$ cat src/rtl/mole_judge_pkg.sv
// Shared definitions for the whack-a-mole judge: game state encoding, lives width
// and the default button debounce length.
package mole_judge_pkg;

  typedef enum logic [1:0] {
    ST_IDLE  = 2'd0,
    ST_PLAY  = 2'd1,
    ST_PAUSE = 2'd2,
    ST_OVER  = 2'd3
  } state_t;

  localparam int LIVES_W          = 4;
  localparam int DEBOUNCE_DEFAULT = 500000;

endpackage

$ cat src/rtl/btn_debounce.sv
// Two-flop synchronizer plus level debouncer for one raw button.
// The press pulse appears DEBOUNCE+2 cycles after a clean raw rising edge.
module btn_debounce
  import mole_judge_pkg::*;
#(
  parameter int DEBOUNCE = DEBOUNCE_DEFAULT
) (
  input  logic clk,
  input  logic rst,
  input  logic raw,
  output logic level,
  output logic press
);

  localparam int CNT_W = (DEBOUNCE > 1) ? $clog2(DEBOUNCE) : 1;

  logic             sync1_q, sync2_q;
  logic [CNT_W-1:0] cnt_q, cnt_d;
  logic             level_q, level_d;
  logic             press_q, press_d;

  // The counter only runs while the synchronized input disagrees with the accepted
  // level, so any glitch shorter than DEBOUNCE cycles restarts it from zero.
  always_comb begin
    cnt_d   = '0;
    level_d = level_q;
    press_d = 1'b0;
    if (sync2_q != level_q) begin
      if (cnt_q == CNT_W'(DEBOUNCE - 1)) begin
        level_d = sync2_q;
        press_d = sync2_q;
      end else begin
        cnt_d = cnt_q + 1'b1;
      end
    end
  end

  always_ff @(posedge clk or posedge rst) begin
    if (rst) begin
      sync1_q <= 1'b0;
      sync2_q <= 1'b0;
      cnt_q   <= '0;
      level_q <= 1'b0;
      press_q <= 1'b0;
    end else begin
      sync1_q <= raw;
      sync2_q <= sync1_q;
      cnt_q   <= cnt_d;
      level_q <= level_d;
      press_q <= press_d;
    end
  end

  assign level = level_q;
  assign press = press_q;

endmodule

$ cat src/rtl/mole_judge.sv
// Player-side judge: conditions the buttons, scores hits and charges penalties,
// and runs the IDLE/PLAY/PAUSE/OVER game state that freezes the hole FSMs.
module mole_judge
  import mole_judge_pkg::*;
#(
  parameter int N_HOLES  = 4,
  parameter int DEBOUNCE = DEBOUNCE_DEFAULT,
  parameter int LIVES    = 3,
  parameter int SCORE_W  = 8
) (
  input  logic               clk,
  input  logic               rst,
  input  logic [N_HOLES-1:0] btn,
  input  logic               start_btn,
  input  logic               pause_btn,
  input  logic [N_HOLES-1:0] mouse,
  input  logic [N_HOLES-1:0] fail,
  output logic [N_HOLES-1:0] hit,
  output logic               keep,
  output logic [SCORE_W-1:0] score,
  output logic [LIVES_W-1:0] lives,
  output logic               game_over,
  output logic               playing
);

  localparam int PC_W = $clog2(2 * N_HOLES + 1);

  logic [N_HOLES-1:0] hole_press;
  logic               start_press, pause_press;

  for (genvar g = 0; g < N_HOLES; g++) begin : g_hole
    btn_debounce #(.DEBOUNCE(DEBOUNCE)) u_db (
      .clk(clk), .rst(rst), .raw(btn[g]), .level(), .press(hole_press[g])
    );
  end

  btn_debounce #(.DEBOUNCE(DEBOUNCE)) u_db_start (
    .clk(clk), .rst(rst), .raw(start_btn), .level(), .press(start_press)
  );

  btn_debounce #(.DEBOUNCE(DEBOUNCE)) u_db_pause (
    .clk(clk), .rst(rst), .raw(pause_btn), .level(), .press(pause_press)
  );

  state_t             state_q, state_d;
  logic [N_HOLES-1:0] fail_q, fail_prev_q, miss;
  logic [N_HOLES-1:0] hits, wrong;
  logic [N_HOLES-1:0] hit_q, hit_d;
  logic [SCORE_W-1:0] score_q, score_d;
  logic [SCORE_W:0]   score_sum;
  logic [LIVES_W-1:0] lives_q, lives_d;
  logic [PC_W-1:0]    hit_cnt, pen_cnt;
  logic               keep_q, playing_q, game_over_q;

  always_comb begin
    miss    = fail_q & ~fail_prev_q;
    hits    = hole_press & mouse;
    wrong   = hole_press & ~mouse;
    hit_cnt = '0;
    pen_cnt = '0;
    for (int i = 0; i < N_HOLES; i++) begin
      hit_cnt = hit_cnt + PC_W'(hits[i]);
      pen_cnt = pen_cnt + PC_W'(wrong[i]) + PC_W'(miss[i]);
    end
    score_sum = {1'b0, score_q} + (SCORE_W + 1)'(hit_cnt);

    state_d = state_q;
    score_d = score_q;
    lives_d = lives_q;
    hit_d   = '0;
    unique case (state_q)
      ST_IDLE, ST_OVER: begin
        if (start_press) begin
          state_d = ST_PLAY;
          score_d = '0;
          lives_d = LIVES_W'(LIVES);
        end
      end
      ST_PLAY: begin
        score_d = score_sum[SCORE_W] ? '1 : score_sum[SCORE_W-1:0];
        if (16'(pen_cnt) >= 16'(lives_q)) lives_d = '0;
        else                              lives_d = lives_q - LIVES_W'(pen_cnt);
        // Penalties land before a same-cycle pause; running out of lives beats pausing.
        if (lives_d == '0)    state_d = ST_OVER;
        else if (pause_press) state_d = ST_PAUSE;
        // Hits still score on the way out of PLAY, but the pulse is dropped once keep rises.
        hit_d = (state_d == ST_PLAY) ? hits : '0;
      end
      ST_PAUSE: begin
        if (pause_press) state_d = ST_PLAY;
      end
      default: state_d = ST_IDLE;
    endcase
  end

  always_ff @(posedge clk or posedge rst) begin
    if (rst) begin
      state_q     <= ST_IDLE;
      fail_q      <= '0;
      fail_prev_q <= '0;
      hit_q       <= '0;
      score_q     <= '0;
      lives_q     <= LIVES_W'(LIVES);
      keep_q      <= 1'b1;
      playing_q   <= 1'b0;
      game_over_q <= 1'b0;
    end else begin
      state_q     <= state_d;
      fail_q      <= fail;
      fail_prev_q <= fail_q;
      hit_q       <= hit_d;
      score_q     <= score_d;
      lives_q     <= lives_d;
      keep_q      <= (state_d != ST_PLAY);
      playing_q   <= (state_d == ST_PLAY);
      game_over_q <= (state_d == ST_OVER);
    end
  end

  assign hit       = hit_q;
  assign keep      = keep_q;
  assign score     = score_q;
  assign lives     = lives_q;
  assign game_over = game_over_q;
  assign playing   = playing_q;

endmodule

$ cat config.mk
export PLATFORM = sky130hd
export DESIGN_NAME = mole_judge
export DESIGN_NICKNAME = d
export VERILOG_FILES = /design/src/rtl/mole_judge_pkg.sv /design/src/rtl/btn_debounce.sv /design/src/rtl/mole_judge.sv
export SDC_FILE = /design/constraint.sdc
export NUM_CORES = 1
export LEC_CHECK = 0
export CAP_MARGIN = 10
export CORE_UTILIZATION = 45
export DETAILED_ROUTE_END_ITERATION = 16
export PLACE_DENSITY = 0.69
export SETUP_SLACK_MARGIN = 0.15
export SYNTH_ARGS = -nofsm -noshare
export SYNTH_HDL_FRONTEND = slang
export SYNTH_HIERARCHICAL = 1
export SYNTH_SLANG_ARGS = --single-unit
$ cat constraint.sdc
create_clock -name clk -period 4.3 [get_ports clk]
set_clock_uncertainty 0.2 [all_clocks]
set_input_delay 1.075 -clock clk [delete_from_list [all_inputs] [get_ports clk]]
set_output_delay 1.075 -clock clk [all_outputs]
set_load 0.02 [all_outputs]
==> metrics.txt <==
status=complete, but fails checks; failing checks=setup timing; Syn Area/Cell=10.6 sq um; slowest stage cell, crit path=fa_1; routed len/inst=14.7 microns; total power=3.34 mW; layout cells sized above 1=0.142; CP Capture Type=register; Area growth syn-to-layout=16.5%; Mapped Nets=861; Initial Util=0.463; maximum vdd drop=283 uV; Die ar.=19900 sq um; delay of the slowest cell on the worst path=0.55 ns; overflow left after global routing=0; reg2reg end=state_q[0]; drt drc=0; vias in the first global route=5948; Iter 0 DRT Violations=380; FMAX=0.230 GHz; Critical Path RT=4.42 ns; Synth Flop Type=dfrtp_1; clk sinks=167; fill cell count=1622; CTS tree=yes; Slew Limit Fails=0; Die Wd=141 microns; Final setup viols=6; Synth Register Bits=167; initial antenna violation count=0; Post-Syn Area=8710 sq um; CP bufs+invs=2; Final #Nets=914; largest net degree at the start of global routing=24; Slew @ Worst Pin=0.914 ns; reg2reg path depth=12; asr flop ratio synth=1.00; largest fanout on the critical path=4; H-tree depth=4; Cell variety after synth=62; Hold Crit Endpoint=g_hole[1].u_db/sync2_q; min Tclk post-route=4.36 ns; RePlAce Congestion=0.813; antenna-violating nets left=0; final core utilization=0.539; Chip Height=141 microns; Vias=6123; clock transition at the registers of the reported paths=0.07 ns; Ys Warns=6; first-pass GRT wire length=28900 microns; Pre-Repair DR Iteration Count=6; Top delay family on crit path=adder cells; EDFF count, synth=0; hold depth=0; PortBufs=34; arrival time worst endpoint=4.48 ns; Clk Tree Root Cell=clkbuf_16; crit-path cells=clkdlybuf4s15_2, nand2b_4, fa_1, inv_2, fa_1, ha_2, fa_2, fa_2, nand2b_4, a221o_1, and3_4, o41ai_2; flop-to-flop setup slack=-0.02 ns; vias per cell=5.34; Seq/Total Area, Yosys=0.480; HPWL Detailed=11700 microns; unrepaired setup endpoints after global routing=true; Num CTS Buffers=17; Final Worst Setup Slack=-0.0557 ns; I/O pin total=35; Post-Syn Instances=821; WL final=16800 microns; FF-to-FF Start=fail_prev_q[1]; row count=50; total track usage=0.183; core area=18800 sq um; crit path kind=primary input to register; MaxCap Viol Count=0; worst hold path type=register to register; startpoint types=primary input; Worst-Skew Late Latency=0.43 ns; Max Root-Sink Buffers=2; fin crit share=1.01; ant diodes=0; Slew headroom=0.390; Final Hold Fails=0; min-delay src=g_hole[1].u_db/sync1_q; PD cells=329 nW/um^2; Leak=4.21 nW
synthesized netlist by cell type, drive strengths merged (2+ instances only):
cell     count  area (sq um)
a211oi       2          15.0
a21o         6          45.0
a21oi       31           159
a22o         2          17.5
a31oi        2          12.5
and2         9          56.3
and3        14          87.6
and4         4          35.0
buf          9          66.3
dfrtp      164          4100
dfstp        3          78.8
fa           8           160
ha          16           200
inv         44           165
mux2         6          67.6
mux2i        6          60.1
nand2       41           156
nand2b      15          93.8
nand3       50           280
nand4       21           312
nand4b      18           158
nand4bb      6          67.6
nor2       126           473
nor2b        4          25.0
nor3        23           115
nor4        37           359
nor4bb       6          60.1
o21ai       22           110
o21bai       7           120
o22a         2          17.5
or4         12           113
xnor2       74           648
xor2        13           114
metal layers:
layer,global-route usage,part of all wire
met3,0.0431,0.035
met2,0.284,0.47
met4,0.0624,0.013
met1,0.251,0.48
met5,0,0
placed cells by master (no fill, tap or decap), drive strengths merged, types with 6 or more instances in the layout:
cell type / count
nand4bb: 6
and3: 14
clkdlybuf4s50: 32
o21bai: 7
dfrtp: 164
a21oi: 31
ha: 16
buf: 9
xor2: 13
nor4: 37
nor4bb: 6
nand4: 21
nor2: 126
inv: 49
fa: 8
nor3: 23
nand4b: 18
a21o: 6
and2: 9
nand3: 50
mux2: 6
clkbuf: 17
o21ai: 22
mux2i: 6
nand2b: 15
nand2: 41
or4: 12
xnor2: 74
kinds of logic (layout without fill, tap and decap cells):
kind of cell    Yosys count  count (layout)  share of synthesized area
mux                      12              12                     0.0146
xor+xnor                 87              87                     0.0874
compound gates           83              83                     0.0675
simple gates            395             395                      0.283
fa+ha+maj                24              24                     0.0413
flops                   167             167                      0.480
buf+inv                  53             119                     0.0266
per-stage QoR:
| stage | hold slack [ns] | std cells | instance area, sq um | worst slack [ns] | setup TNS [ns] |
|---|---|---|---|---|---|
| after CTS | 0.152 | 1146 | 10100 | -0.0978 | -0.154 |
| after global routing | 0.158 | 1147 | 10200 | -0.139 | -0.933 |
| after detailed placement | 0.139 | 1113 | 9400 | -0.765 | -8.79 |
| after global placement | 0.132 | 1113 | 9400 | -0.665 | -7.58 |
| after floorplan | 0.131 | 821 | 8750 | -0.0872 | -0.260 |
| final | 0.151 | 1147 | 10200 | -0.0557 | -0.222 |
sequential cells by signal, summed over array words and instances, names as in the netlist, 4 cells and up:
register             flops
g_hole.u_db/level        4
hit                      4
g_hole.u_db/sync2_q      4
u_db_start/cnt_q        19
fail_q                   4
g_hole.u_db/cnt_q       76
u_db_pause/cnt_q        19
g_hole.u_db/sync1_q      4
lives                    4
g_hole.u_db/press        4
score                    8
fail_prev_q              4
cell type report:
type / instances / area, sq um / area share
inverter: 44 / 165 / 0.0163
multi-input combinational: 601 / 4450 / 0.438
timing repair buffer: 43 / 413 / 0.0407
clock inverter: 15 / 193 / 0.0190
sequential: 167 / 4180 / 0.412
clock buffer: 17 / 425 / 0.0419
tap: 260 / 325 / 0.0320
power breakdown:
group / leakage, nW / total (mW) / internal (mW) / switching [mW]
logic: 1.69 / 0.137 / 0.0551 / 0.0822
clock network: 0.294 / 1.59 / 0.927 / 0.660
registers: 2.23 / 1.62 / 1.59 / 0.0257
how the worst max path moves through the flow:
stage              startpoint    endpoint  slack, ns  cells after the start
6_report             mouse[1]  state_q[0]      -0.06                     12
5_1_grt        fail_prev_q[1]     playing      -0.14                     12
4_1_cts        fail_prev_q[3]  state_q[0]       -0.1                     12
3_5_place_dp         mouse[1]      hit[0]      -0.76                     12
3_3_place_gp         mouse[1]     playing      -0.67                     12
2_1_floorplan        mouse[1]     playing      -0.09                     11
timing repair:
action / in CTS / in global routing
setup endpoints to repair: 13 / 13
gates resized for setup: 19 / 13
hold endpoints to repair: 0 / 0
pin swaps: 9 / 13
setup buffers: 1 / 1
hold buffers: 0 / 0
No activity file was read; power rests on OpenSTA's default activity.
